--- src/rtl/drive_sequencer_pkg.sv ---
// Shared types and constants for the line-follower drive sequencer.
package drive_sequencer_pkg;

    localparam logic [7:0] SPEED_FWD  = 8'd200;
    localparam logic [7:0] SPEED_TURN = 8'd120;
    localparam logic [7:0] SPEED_SLOW = 8'd60;

    // Debounced sensor patterns: bit 0 = left, bit 1 = right
    localparam logic [1:0] SNS_NONE  = 2'b00;
    localparam logic [1:0] SNS_LEFT  = 2'b01;
    localparam logic [1:0] SNS_RIGHT = 2'b10;
    localparam logic [1:0] SNS_BOTH  = 2'b11;

    typedef enum logic [2:0] {
        ST_IDLE    = 3'd0,
        ST_FOLLOW  = 3'd1,
        ST_STEER_L = 3'd2,
        ST_STEER_R = 3'd3,
        ST_SEARCH  = 3'd4,
        ST_HALT    = 3'd5
    } state_t;

    typedef enum logic [1:0] {
        FS_REST    = 2'b00,
        FS_LEFT    = 2'b01,
        FS_FORWARD = 2'b10,
        FS_RIGHT   = 2'b11
    } fstate_t;

    typedef enum logic {
        SIDE_L = 1'b0,
        SIDE_R = 1'b1
    } side_t;

    typedef struct packed {
        logic [7:0] speed_l;
        logic [7:0] speed_r;
        fstate_t    fstate;
        logic       line_lost;
    } drive_cmd_t;

    // Wheel command and reported state for a given FSM state and search side
    function automatic drive_cmd_t drive_cmd(input state_t st, input side_t side);
        drive_cmd_t c;
        c.speed_l   = 8'd0;
        c.speed_r   = 8'd0;
        c.fstate    = FS_REST;
        c.line_lost = 1'b0;
        case (st)
            ST_FOLLOW: begin
                c.speed_l = SPEED_FWD;
                c.speed_r = SPEED_FWD;
                c.fstate  = FS_FORWARD;
            end
            ST_STEER_L: begin
                c.speed_l = SPEED_SLOW;
                c.speed_r = SPEED_TURN;
                c.fstate  = FS_LEFT;
            end
            ST_STEER_R: begin
                c.speed_l = SPEED_TURN;
                c.speed_r = SPEED_SLOW;
                c.fstate  = FS_RIGHT;
            end
            ST_SEARCH: begin
                c.line_lost = 1'b1;
                if (side == SIDE_L) begin
                    c.speed_r = SPEED_TURN;
                    c.fstate  = FS_LEFT;
                end else begin
                    c.speed_l = SPEED_TURN;
                    c.fstate  = FS_RIGHT;
                end
            end
            ST_HALT: begin
                c.line_lost = 1'b1;
            end
            default: ;
        endcase
        return c;
    endfunction

endpackage

--- src/rtl/drive_sequencer_if.sv ---
// Sensor/switch inputs and drive command outputs of the drive sequencer.
interface drive_sequencer_if;
    logic [1:0] sensor;
    logic [1:0] sw;
    logic [7:0] Wheel_Speed_L;
    logic [7:0] Wheel_Speed_R;
    logic [1:0] follower_state;
    logic       frame_tick;
    logic       line_lost;

    modport master (
        output sensor, sw,
        input  Wheel_Speed_L, Wheel_Speed_R, follower_state, frame_tick, line_lost
    );

    modport slave (
        input  sensor, sw,
        output Wheel_Speed_L, Wheel_Speed_R, follower_state, frame_tick, line_lost
    );
endinterface

--- src/rtl/drive_sequencer_sensor_debounce.sv ---
// Two-flop synchroniser plus per-frame stability filter for the two line sensors.
module sensor_debounce #(
    parameter int unsigned DEBOUNCE_FRAMES = 2
) (
    input  logic       clk,
    input  logic       rst,
    input  logic [1:0] raw,
    input  logic       frame_tick,
    output logic [1:0] deb
);
    localparam int unsigned CW = $clog2(DEBOUNCE_FRAMES + 1);

    logic [1:0]    sync1;
    logic [1:0]    sync2;
    logic [1:0]    cand;
    logic [CW-1:0] stable_cnt;

    // Synchronise every cycle; compare against the candidate once per frame
    always_ff @(posedge clk) begin
        if (!rst) begin
            sync1      <= 2'b00;
            sync2      <= 2'b00;
            cand       <= 2'b00;
            stable_cnt <= '0;
            deb        <= 2'b00;
        end else begin
            sync1 <= raw;
            sync2 <= sync1;
            if (frame_tick) begin
                if (sync2 == cand) begin
                    if (stable_cnt != CW'(DEBOUNCE_FRAMES)) begin
                        stable_cnt <= stable_cnt + CW'(1);
                    end
                    if (stable_cnt >= CW'(DEBOUNCE_FRAMES - 1)) begin
                        deb <= cand;
                    end
                end else begin
                    cand       <= sync2;
                    stable_cnt <= CW'(1);
                    if (DEBOUNCE_FRAMES <= 1) begin
                        deb <= sync2;
                    end
                end
            end
        end
    end
endmodule

--- src/rtl/drive_sequencer.sv ---
// Frame-based follow/steer/search/halt controller for the line follower.
module drive_sequencer
    import drive_sequencer_pkg::*;
#(
    parameter int unsigned FRAME_CYCLES    = 2_000_000,
    parameter int unsigned DEBOUNCE_FRAMES = 2,
    parameter int unsigned LOST_FRAMES     = 25,
    parameter int unsigned SEARCH_FRAMES   = 100
) (
    input logic              clk,
    input logic              rst,
    drive_sequencer_if.slave bus
);
    localparam int unsigned FW  = $clog2(FRAME_CYCLES);
    localparam int unsigned LW  = $clog2(LOST_FRAMES + 1);
    localparam int unsigned SCW = $clog2(SEARCH_FRAMES + 1);

    logic [FW-1:0]  frame_cnt;
    logic           frame_tick;
    logic [1:0]     sw_s1;
    logic [1:0]     sw_s2;
    logic [1:0]     deb;

    state_t         state, state_n;
    logic [LW-1:0]  lost_cnt, lost_n;
    logic [SCW-1:0] search_cnt, search_n;
    side_t          last_side, side_n;
    drive_cmd_t     cmd_q;

    sensor_debounce #(
        .DEBOUNCE_FRAMES(DEBOUNCE_FRAMES)
    ) u_debounce (
        .clk        (clk),
        .rst        (rst),
        .raw        (bus.sensor),
        .frame_tick (frame_tick),
        .deb        (deb)
    );

    // Frame counter; tick is registered so it is high while count == FRAME_CYCLES-1
    always_ff @(posedge clk) begin
        if (!rst) begin
            frame_cnt  <= '0;
            frame_tick <= 1'b0;
        end else begin
            frame_tick <= (frame_cnt == FW'(FRAME_CYCLES - 2));
            frame_cnt  <= (frame_cnt == FW'(FRAME_CYCLES - 1)) ? '0 : frame_cnt + FW'(1);
        end
    end

    // Switch synchroniser
    always_ff @(posedge clk) begin
        if (!rst) begin
            sw_s1 <= 2'b00;
            sw_s2 <= 2'b00;
        end else begin
            sw_s1 <= bus.sw;
            sw_s2 <= sw_s1;
        end
    end

    // State and counter registers
    always_ff @(posedge clk) begin
        if (!rst) begin
            state      <= ST_IDLE;
            lost_cnt   <= '0;
            search_cnt <= '0;
            last_side  <= SIDE_L;
        end else begin
            state      <= state_n;
            lost_cnt   <= lost_n;
            search_cnt <= search_n;
            last_side  <= side_n;
        end
    end

    // Next-state logic; only frame ticks move the FSM
    always_comb begin
        state_n  = state;
        lost_n   = lost_cnt;
        search_n = search_cnt;
        side_n   = last_side;

        // Default search side follows the switch until a run starts
        if (state == ST_IDLE) begin
            side_n = side_t'(sw_s2[1]);
        end

        if (frame_tick) begin
            if (!sw_s2[0]) begin
                state_n = ST_IDLE;
            end else begin
                case (state)
                    ST_IDLE: begin
                        state_n  = ST_FOLLOW;
                        lost_n   = '0;
                        search_n = '0;
                    end
                    ST_FOLLOW, ST_STEER_L, ST_STEER_R, ST_SEARCH: begin
                        if (deb != SNS_NONE) begin
                            lost_n = '0;
                            case (deb)
                                SNS_BOTH: state_n = ST_FOLLOW;
                                SNS_LEFT: begin
                                    state_n = ST_STEER_L;
                                    side_n  = SIDE_L;
                                end
                                default: begin
                                    state_n = ST_STEER_R;
                                    side_n  = SIDE_R;
                                end
                            endcase
                        end else if (state == ST_SEARCH) begin
                            if (search_cnt != SCW'(SEARCH_FRAMES)) begin
                                search_n = search_cnt + SCW'(1);
                            end
                            if (search_cnt >= SCW'(SEARCH_FRAMES - 1)) begin
                                state_n = ST_HALT;
                            end
                        end else begin
                            if (lost_cnt != LW'(LOST_FRAMES)) begin
                                lost_n = lost_cnt + LW'(1);
                            end
                            if (lost_cnt >= LW'(LOST_FRAMES - 1)) begin
                                state_n  = ST_SEARCH;
                                search_n = '0;
                            end
                        end
                    end
                    ST_HALT: ;
                    default: state_n = ST_IDLE;
                endcase
            end
        end
    end

    // Output registers load alongside the state on each tick
    always_ff @(posedge clk) begin
        if (!rst) begin
            cmd_q <= '0;
        end else if (frame_tick) begin
            cmd_q <= drive_cmd(state_n, side_n);
        end
    end

    assign bus.Wheel_Speed_L  = cmd_q.speed_l;
    assign bus.Wheel_Speed_R  = cmd_q.speed_r;
    assign bus.follower_state = cmd_q.fstate;
    assign bus.line_lost      = cmd_q.line_lost;
    assign bus.frame_tick     = frame_tick;

endmodule

--- src/flat_wrapper.sv ---
// flat-port wrapper written by rule: the top's interface ports become plain ports
module drive_sequencer_flat import drive_sequencer_pkg::*;
#(
    parameter int unsigned FRAME_CYCLES    = 2_000_000,
    parameter int unsigned DEBOUNCE_FRAMES = 2,
    parameter int unsigned LOST_FRAMES     = 25,
    parameter int unsigned SEARCH_FRAMES   = 100
)
  (clk, rst, bus_sensor, bus_sw, bus_Wheel_Speed_L, bus_Wheel_Speed_R, bus_follower_state, bus_frame_tick, bus_line_lost);
  drive_sequencer_if bus_i ();
  input logic clk;
  input logic rst;
  input wire logic [$bits(bus_i.sensor)-1:0] bus_sensor;
  input wire logic [$bits(bus_i.sw)-1:0] bus_sw;
  output wire logic [$bits(bus_i.Wheel_Speed_L)-1:0] bus_Wheel_Speed_L;
  output wire logic [$bits(bus_i.Wheel_Speed_R)-1:0] bus_Wheel_Speed_R;
  output wire logic [$bits(bus_i.follower_state)-1:0] bus_follower_state;
  output wire logic [$bits(bus_i.frame_tick)-1:0] bus_frame_tick;
  output wire logic [$bits(bus_i.line_lost)-1:0] bus_line_lost;
  assign bus_i.sensor = bus_sensor;
  assign bus_i.sw = bus_sw;
  assign bus_Wheel_Speed_L = bus_i.Wheel_Speed_L;
  assign bus_Wheel_Speed_R = bus_i.Wheel_Speed_R;
  assign bus_follower_state = bus_i.follower_state;
  assign bus_frame_tick = bus_i.frame_tick;
  assign bus_line_lost = bus_i.line_lost;
  drive_sequencer #(.FRAME_CYCLES(FRAME_CYCLES), .DEBOUNCE_FRAMES(DEBOUNCE_FRAMES), .LOST_FRAMES(LOST_FRAMES), .SEARCH_FRAMES(SEARCH_FRAMES)) u_core (.clk(clk), .rst(rst), .bus(bus_i));
endmodule
--- config.mk ---
export PLATFORM = sky130hd
export DESIGN_NAME = drive_sequencer_flat
export DESIGN_NICKNAME = d
export VERILOG_FILES = /design/src/rtl/drive_sequencer_pkg.sv /design/src/rtl/drive_sequencer_if.sv /design/src/rtl/drive_sequencer_sensor_debounce.sv /design/src/rtl/drive_sequencer.sv /design/src/flat_wrapper.sv
export SDC_FILE = /design/constraint.sdc
export NUM_CORES = 1
export LEC_CHECK = 0
export ABC_AREA = 1
export CORE_ASPECT_RATIO = 1.5
export CORE_MARGIN = 2
export CORE_UTILIZATION = 53
export DETAILED_ROUTE_END_ITERATION = 16
export PLACE_DENSITY = 0.74
export SLEW_MARGIN = 20
export SYNTH_ARGS = -nofsm -noshare
export SYNTH_HDL_FRONTEND = slang
export SYNTH_HIERARCHICAL = 1
export SYNTH_SLANG_ARGS = --single-unit
--- constraint.sdc ---
create_clock -name clk -period 2.1 [get_ports clk]
set_clock_uncertainty 0.2 [all_clocks]
set_input_delay 0.63 -clock clk [delete_from_list [all_inputs] [get_ports clk]]
set_output_delay 0.63 -clock clk [all_outputs]
set_load 0.01 [all_outputs]
=== After elaboration in Yosys (flattened, before gate mapping) ===
Cells that the tools add are included.

* Register bits: 71
* Logic and storage cells: 91

* Add/sub/neg operators: 4
* Order comparisons: 3
* Equal/unequal tests: 24
* Mux-type cells: 30
* Bitwise logic cells: 2
* Reductions and logical operators: 11

{| class="wikitable"
|+ Operators with widths
! cell !! count
|-
| $pmux W18 S4 || 1
|-
| $eq A21 B21 Y1 const B || 2
|-
| $mux W7 || 6
|-
| $add A21 B1 Y21 const B || 1
|-
| $mux W3 || 6
|-
| $mux W5 || 3
|-
| $pmux W7 S2 || 1
|-
| $eq A3 B2 Y1 const B || 4
|-
| $eq A3 B3 Y1 const B || 4
|-
| $pmux W5 S2 || 1
|-
| $pmux W3 S3 || 1
|-
| $add A7 B1 Y7 const B || 1
|-
| $ge A7 B7 Y1 const B || 1
|-
| $ne A7 B7 Y1 const B || 1
|-
| $eq A3 B1 Y1 const B || 2
|-
| $mux W1 || 6
|-
| $mux W2 || 3
|-
| $ne A3 B1 Y1 const B || 2
|-
| $reduce_and A6 Y1 || 1
|-
| $add A5 B1 Y5 const B || 1
|-
| $ge A5 B5 Y1 const B || 1
|-
| $ne A5 B5 Y1 const B || 1
|-
| $reduce_and A5 Y1 || 1
|-
| $ne A2 B2 Y1 const B || 2
|-
| 17 further kinds || 21
|}

=== Longest topological paths before layout ===
Gate-level depths: netlist of run 1.

* Word-level depth: 10
* Mapped depth: 13
* Gate-level depth less buffers: 13

=== By module ===
The synthesis of run 1 kept the hierarchy.

{| class="wikitable"
|+ Modules (own cells, without submodules)
! module !! times used !! cells an instance !! area an instance (µm²) !! seq. area each (µm²)
|-
| drive_sequencer || 1 || 384 || 2,790.2 || 1,061.0
|-
| sensor_debounce || 1 || 58 || 424.2 || 200.2
|}

=== Worst setup path after synthesis of run 1 ===
No wires, ideal clock.

* Kind: register to register
* Start: reg u_core.frame_tick, in the netlist u_core/bus.frame_tick
* End: reg u_core.search_cnt[2]
* Setup time: 128 ps
* Data arrival time: 1,588 ps
* Slack: 184 ps
* Cell stages (with the launch flop): 12
* Path buffers: 2
* Clock period less this slack: 1,916 ps
* Cell sequence: dfxtp_1 buf_4 nand2_1 clkinv_2 o21ai_1 a41oi_1 nand2_1 buf_4 inv_1 nand3_1 nand2_1 nor2_1

* Longest elaborated chain between the ends: 1

{| class="wikitable"
|+ Ends and longest elaborated chain
! element !! line !! RTL
|-
| from (decl) || drive_sequencer.sv:19 || <nowiki>logic frame_tick;</nowiki>
|-
| from (signal assigned) || drive_sequencer.sv:46 || <nowiki>frame_tick <= (frame_cnt == FW'(FRAME_CYCLES - 2));</nowiki>
|-
| $reduce_and A6 Y1 (no line) || -- ||
|-
| to (signal assigned) || drive_sequencer.sv:72 || <nowiki>search_cnt <= search_n;</nowiki>
|-
| to (decl) || drive_sequencer.sv:26 || <nowiki>logic [SCW-1:0] search_cnt, search_n;</nowiki>
|}

Every way passes these cells.
A chain may end at the register's enable or synchronous reset.

=== Final worst setup path of run 1 ===
* Start: reg u_core.cmd_q, in the netlist u_core/bus.Wheel_Speed_R[2]
* End: out bus_Wheel_Speed_R[2]

{| class="wikitable"
|+ RTL lines
! element !! line !! RTL
|-
| from (decl) || drive_sequencer.sv:28 || <nowiki>drive_cmd_t cmd_q;</nowiki>
|-
| from (signal assigned) || drive_sequencer.sv:142 || <nowiki>cmd_q <= drive_cmd(state_n, side_n);</nowiki>
|-
| to (decl) || flat_wrapper.sv:16 || <nowiki>output wire logic [$bits(bus_i.Wheel_Speed_R)-1:0] bus_Wheel_Speed_R;</nowiki>
|}

No word-level cell between the ends.

==> results of run 1 <==
## per-layer routing
metal  up-vias  global-route usage  share of wire
met3         7              0.0577          0.025
met4         0              0.0738          0.012
li1       1467                   -              -
met2        25               0.418           0.56
met1      1301               0.230           0.40
met5         -                   0              0
## cell usage after synthesis (all sizes together)
library cell and instances:
buf 14, a21oi 39, o21ai 19, nand3 25, dfxtp 63, nor2 45, or2 4, nand4 16
clkinv 1, inv 66, clkbuf 2, a211oi 3, xnor2 2, nand2 102, a41oi 1, a31oi 2
xor2 7, nor3b 4, nor3 10, nor4 4, o21bai 1, nand3b 1, o41ai 1, ha 9
conb 1
## layout make-up
class                   count  area, µm²  area share
clock inverters             4       45.0      0.0122
clock buffers              12        145      0.0392
well taps                  72       90.1      0.0243
repair buffers             30        288      0.0777
inverters                  67        253      0.0682
flip-flops and latches     63       1260       0.341
multi-input cells         299       1620       0.437
## registers in the layout (all words and copies together), names as in the netlist, 3 cells and up
register,flops
u_core/state,3
u_core/search_cnt,7
u_core/lost_cnt,5
u_core/frame_cnt,21
u_core/bus.Wheel_Speed_L,4
u_core/bus.Wheel_Speed_R,5
## report_power, final
part | internal, µW | leakage, µW | switching, µW | total (µW)
sequential | 1210 | 0.000510 | 7.82 | 1210
combinational | 25.1 | 0.000999 | 39.4 | 64.5
clock | 575 | 0.000100 | 459 | 1030
## cell usage in the layout, fill, tap and decap left out, types with 4 or more instances in the layout
cell             instances
dfxtp_1                 62
nor4_1                   4
nor2_2                   6
nand3_1                 21
inv_1                   63
conb_1                   4
nor2_1                  36
xor2_1                   7
clkdlybuf4s50_1         14
a21oi_1                 35
nor3_1                   8
nand3_2                  4
nand4_1                 14
clkbuf_8                10
nand2_2                  9
a21oi_2                  4
o21ai_0                 11
buf_4                    9
o21ai_1                  7
nand2_1                 91
ha_1                     9
dlymetal6s2s_1           5
clkinv_2                 4
## metrics by stage
step	hold slack [ps]	TNS, ps	instances	area [µm²]	total power, µW
3_5_place_dp	196	0	531	3490	1310
2_1_floorplan	186	0	445	3230	1280
5_1_grt	236	-7.53	547	3700	2390
3_3_place_gp	189	0	531	3490	1300
6_report	212	0	547	3700	2310
4_1_cts	214	0	547	3680	2340
## worst max-delay path by stage
stage               depth (start not counted)                         from                    to  slack (ps)
finish                                      1  u_core/bus.Wheel_Speed_R[2]  bus_Wheel_Speed_R[2]          30
global placement                            5                          rst    u_core/lost_cnt[3]          40
detailed placement                          5                          rst    u_core/lost_cnt[3]           4
floorplan                                  11        u_core/bus.frame_tick  u_core/search_cnt[2]         180
CTS                                         1  u_core/bus.Wheel_Speed_L[6]  bus_Wheel_Speed_L[6]           5
global route                               11          u_core/frame_cnt[1]  u_core/frame_cnt[20]          -7
## repair_timing
action / 4_1_cts / 5_1_grt
endpoints found under the setup margin: 3 / 6
gates cloned: 0 / 0
gates resized for setup: 3 / 7
## worst min-delay path, cell delays in order (launching register included)
cell,delay [ps]
dfxtp_1,300
nand2_1,50
inv_1,30
## logic make-up after synthesis
group,share of synthesized area
simple gates,0.320
fa+ha+maj,0.0350
xor+xnor,0.0245
buf+inv,0.112
compound gates,0.115
other cells,0.00117
flops,0.392
==> results.yml, run 1 <==
outcome:
  status: "completed"
global_routing:
  grt_overflow: 0
  grtUsageTotal: 0.223
  grt_pass1_vias: 2702
  grt_pass1_wl_um: 11500
  antenna_found_initial: 0
  grt_max_degree: 19
cts:
  clk_pin_slew_worst_paths_ps: 70
  clockBufferDepth: 2
  htree_levels: 3
  cts_setup_buffers: 0
  cts_buffers: 9
  clkLatencyLatePin_ps: 340
  clockRootBuffer: "clkbuf_8"
  ctsHoldBuffers: 0
  cts_tree: "yes"
  cts_sinks: 63
die:
  start_util: 0.552
  core_area_um2: 5830
  io_pins: 26
  placementRows: 34
  die_w_um: 67.6
  die-area_um2: 6720
  die_h_um: 99.4
critical_path:
  critPathRequiredTime_ps: 1270
  crit_fanout: 2
  cp_cell_sequence: "clkdlybuf4s50_1"
  cp_top_family: "buffers and inverters"
  crit_path_end_kind: "primary output"
  cp.arrival_ps: 1240
  rrSetupSlack_ps: 120
  critPathLaunchType: "flip-flop"
  reg2regPathDepth: 7
  r2r-start: "u_core/frame_cnt[1]"
  r2r-end: "u_core/frame_cnt[14]"
  path_class: "flip-flop to primary output"
  critPathSlowestCell: "clkdlybuf4s50_1"
  crit_buf_inv: 1
  cpPeakStageDelay_ps: 540
timing:
  setup_viol_count_final: 0
  fin_ws_ps: 32.7
  fin_crit_sh: 0.984
  finalCriticalPeriod_ps: 2070
  finalMaxSlewViolations: 0
  hold_viol_final: 0
  rsz0062_at_grt: "true"
  fmax_mhz: 484
power_and_ir_drop:
  peakVddDrop_uv: 416
  p_leak_uw: 0.00161
  p_per_area_nw_per_um2: 625
cells_and_area:
  nNetsFinal: 485
  synthToLayoutAreaGrowth_pct: 15.2
  fin_util: 0.635
  nFillCells: 527
  drive_gt1_frac: 0.137
  antenna_cells: 0
yosys:
  syn_area_um2: 3210
  ys_seq_elements: 63
  yosys.area.top_type: "dfxtp_1"
  synth_top_area_share: 0.392
  syn_avg_cell_area_um2: 7.27
  postSynthCellCount: 442
  ys_warn_count: 6
  synth-seq-area-share: 0.392
  ys_top_cells_by_area: "dfxtp_1 (39%), nand2_1 (11%), inv_1 (7.4%)"
  synth_cell_types: 40
worst_hold_path:
  hold_class: "flip-flop to flip-flop"
  hold_depth: 2
  whs_endpoint: "u_core/u_debounce/sync2[1]"
  min_from: "u_core/u_debounce/sync1[1]"
route:
  final_antenna_net_count: 0
  drt_iter0_drc: 83
  wl_um: 6720
  vias: 2800
  drt-vias-per-instance: 5.12
  drc: 0
  dr.pass1.iters: 4
  post_drt_wl_per_cell_um: 12.3
placement:
  place.gp.congestion: 0.792
  place_ws_ps: 3.97
  place.port_buffers: 21
  place_hpwl_um: 5000
run:
  drv_cap: 0
(Power assumes the default switching activity.)
==> run 2, diff against run 1 <==
- CTS_CLUSTER_SIZE: unset -> 14
==> results of run 2 <==
Final layout, timing and power as in run 1 (identical DEF).
==> variant, RTL diff (settings of run 2) <==
`SEARCH_FRAMES` is set to 100 in 2 places; all go to 50.
--- a/src/rtl/drive_sequencer.sv
+++ b/src/rtl/drive_sequencer.sv
@@ -7,3 +7,3 @@
     parameter int unsigned LOST_FRAMES     = 25,
-    parameter int unsigned SEARCH_FRAMES   = 100
+    parameter int unsigned SEARCH_FRAMES   = 50
 ) (
--- a/src/flat_wrapper.sv
+++ b/src/flat_wrapper.sv
@@ -6,3 +6,3 @@
     parameter int unsigned LOST_FRAMES     = 25,
-    parameter int unsigned SEARCH_FRAMES   = 100
+    parameter int unsigned SEARCH_FRAMES   = 50
 )
Formal check against the unedited RTL: no difference found for any inputs over 10 cycles, from zero or initial values and one cycle with rst low; that may be too few to reach the edited logic, so the function may still have changed.
==> variant against run 2 <==
- wire length is 12% lower
- area after synthesis down 3.5%
- final cell count decreased by 4.9%
- cell area shrank 1.1%
- largest power group unchanged
- global-route usage shrank 1.8 points
- setup slack improved by 21 ps
- sequential cell count shrank 1
- power up 1.1%
- utilization up 0.22 points
==> variant: results (changes against run 2) <==
[outcome]
status = completed

[synthesis]
synth_ff_type = dfxtp_1
yosys_warnings = 6  ; unchanged
ys_types = 44  ; +10%
netlist_top_cells_count = nand2_1, dfxtp_1, inv_1
seq_area_frac_synth_pct = 40.0  ; +0.76 points
synthAdderAreaFrac_pct = 4.44  ; +0.93 points
synthArstFlopShare_pct = 0  ; unchanged
syn_avg_cell_area_sq_um = 7.53  ; +3.6%
synth.top_cells.by_area = dfxtp_1, nand2_1, inv_1, a21oi_1, ha_1
synth_xor_area_share_pct = 2.82  ; +0.37 points
synth-compound-area-share_pct = 10.1  ; -1.4 points

[placement]
placed_area_sq_um = 3390  ; -3.0%
hpwl_microns = 4340  ; -13%
portBuffers = 21  ; unchanged
placed_cells = 502  ; -5.5%
finalWeightedCongestion = 0.828  ; +4.5%
place_ws_ps = -219  ; -223 ps

[drt]
viasPerCell = 5.00  ; -2.3%
dr.first_iter.drc_count = 113  ; +36%

[power_and_ir_drop]
power_clock_mw = 1.08  ; +5%
seq_power_share_pct = 51.2  ; -1.3 points
p_leak_nw = 1.58  ; -2.1%
p_sw_share_pct = 20.2  ; -1.7 points
ir_drop_mv = 0.535  ; +29%
pg_seq_mw = 1.20

[setup_path]
crit_fanout = 3  ; +1

[final_layout]
final_cells = 520  ; -4.9%
fin_nets = 461  ; -4.9%
stdcell_area_sq_um = 3660  ; -1.1%
drive_above_1_share_pct = 16.7  ; +3.1 points
reg_top3 = u_core/frame_cnt (21), u_core/search_cnt (6)
n_fill_cell = 504  ; -4.4%

[global_route]
grt_max_degree = 18  ; -1
grt_pass1_vias = 2497  ; -7.6%
grt_pass1_wl_microns = 10400  ; -8.9%
grt_util_all_layers_pct = 20.5  ; -1.8 points

[cts]
cts.root.buffer_cell = clkbuf_8

## variant: cell types whose count changed after synthesis, sizes merged, moves of 3 or more
cell and change:
nor2 -4, nand2 -5, nand4 -7, inv -5, o21ai -5, a21oi -7
nand3 -3
## variant: per-layer routing
layer | GRT usage, % | wire, microns | part of all wire [%]
met5 | 0 | 0 | 0
met4 | 8.79 | 85 | 1.4
met3 | 6.14 | 149 | 2.5
met2 | 35.0 | 3140 | 53
met1 | 23.0 | 2550 | 43
## variant: area by class of cell
type / instances / share of cell area (%)
Sequential cell: 62 / 34.2
Multi-Input combinational cell: 276 / 42.9
Inverter: 62 / 6.35
Tap cell: 72 / 2.46
Clock buffer: 10 / 3.48
Timing Repair Buffer: 33 / 8.51
Clock inverter: 5 / 2.05
## variant: final timing paths
path	to	cells after the start	start	slack, ps
worst max-delay path	bus_Wheel_Speed_R[4]	1	u_core/bus.Wheel_Speed_R[5]$_SDFFE_PN0P_	50
worst max register to register	u_core/frame_cnt[18]$_SDFF_PP0_	12	u_core/frame_cnt[0]$_SDFF_PP0_	130
worst min-delay path	u_core/u_debounce/sync2[1]$_SDFF_PN0_	2	u_core/u_debounce/sync1[1]$_SDFF_PN0_	210
worst min register to register	u_core/u_debounce/sync2[1]$_SDFF_PN0_	2	u_core/u_debounce/sync1[1]$_SDFF_PN0_	210
## variant: repair_timing
item | 4_1_cts | 5_1_grt
cloned | 0 | 0
setup buffers | 0 | 3
endpoints found under the setup margin | 1 | 22
resized for setup | 2 | 20
## variant: kinds of logic after synthesis
family / after synthesis
AO/OA/AOI/OAI: 56
XOR/XNOR: 10
adder cells (fa/ha/maj): 11
buffers and inverters: 77
flip-flops: 62
other: 1
AND/OR/NAND/NOR: 195
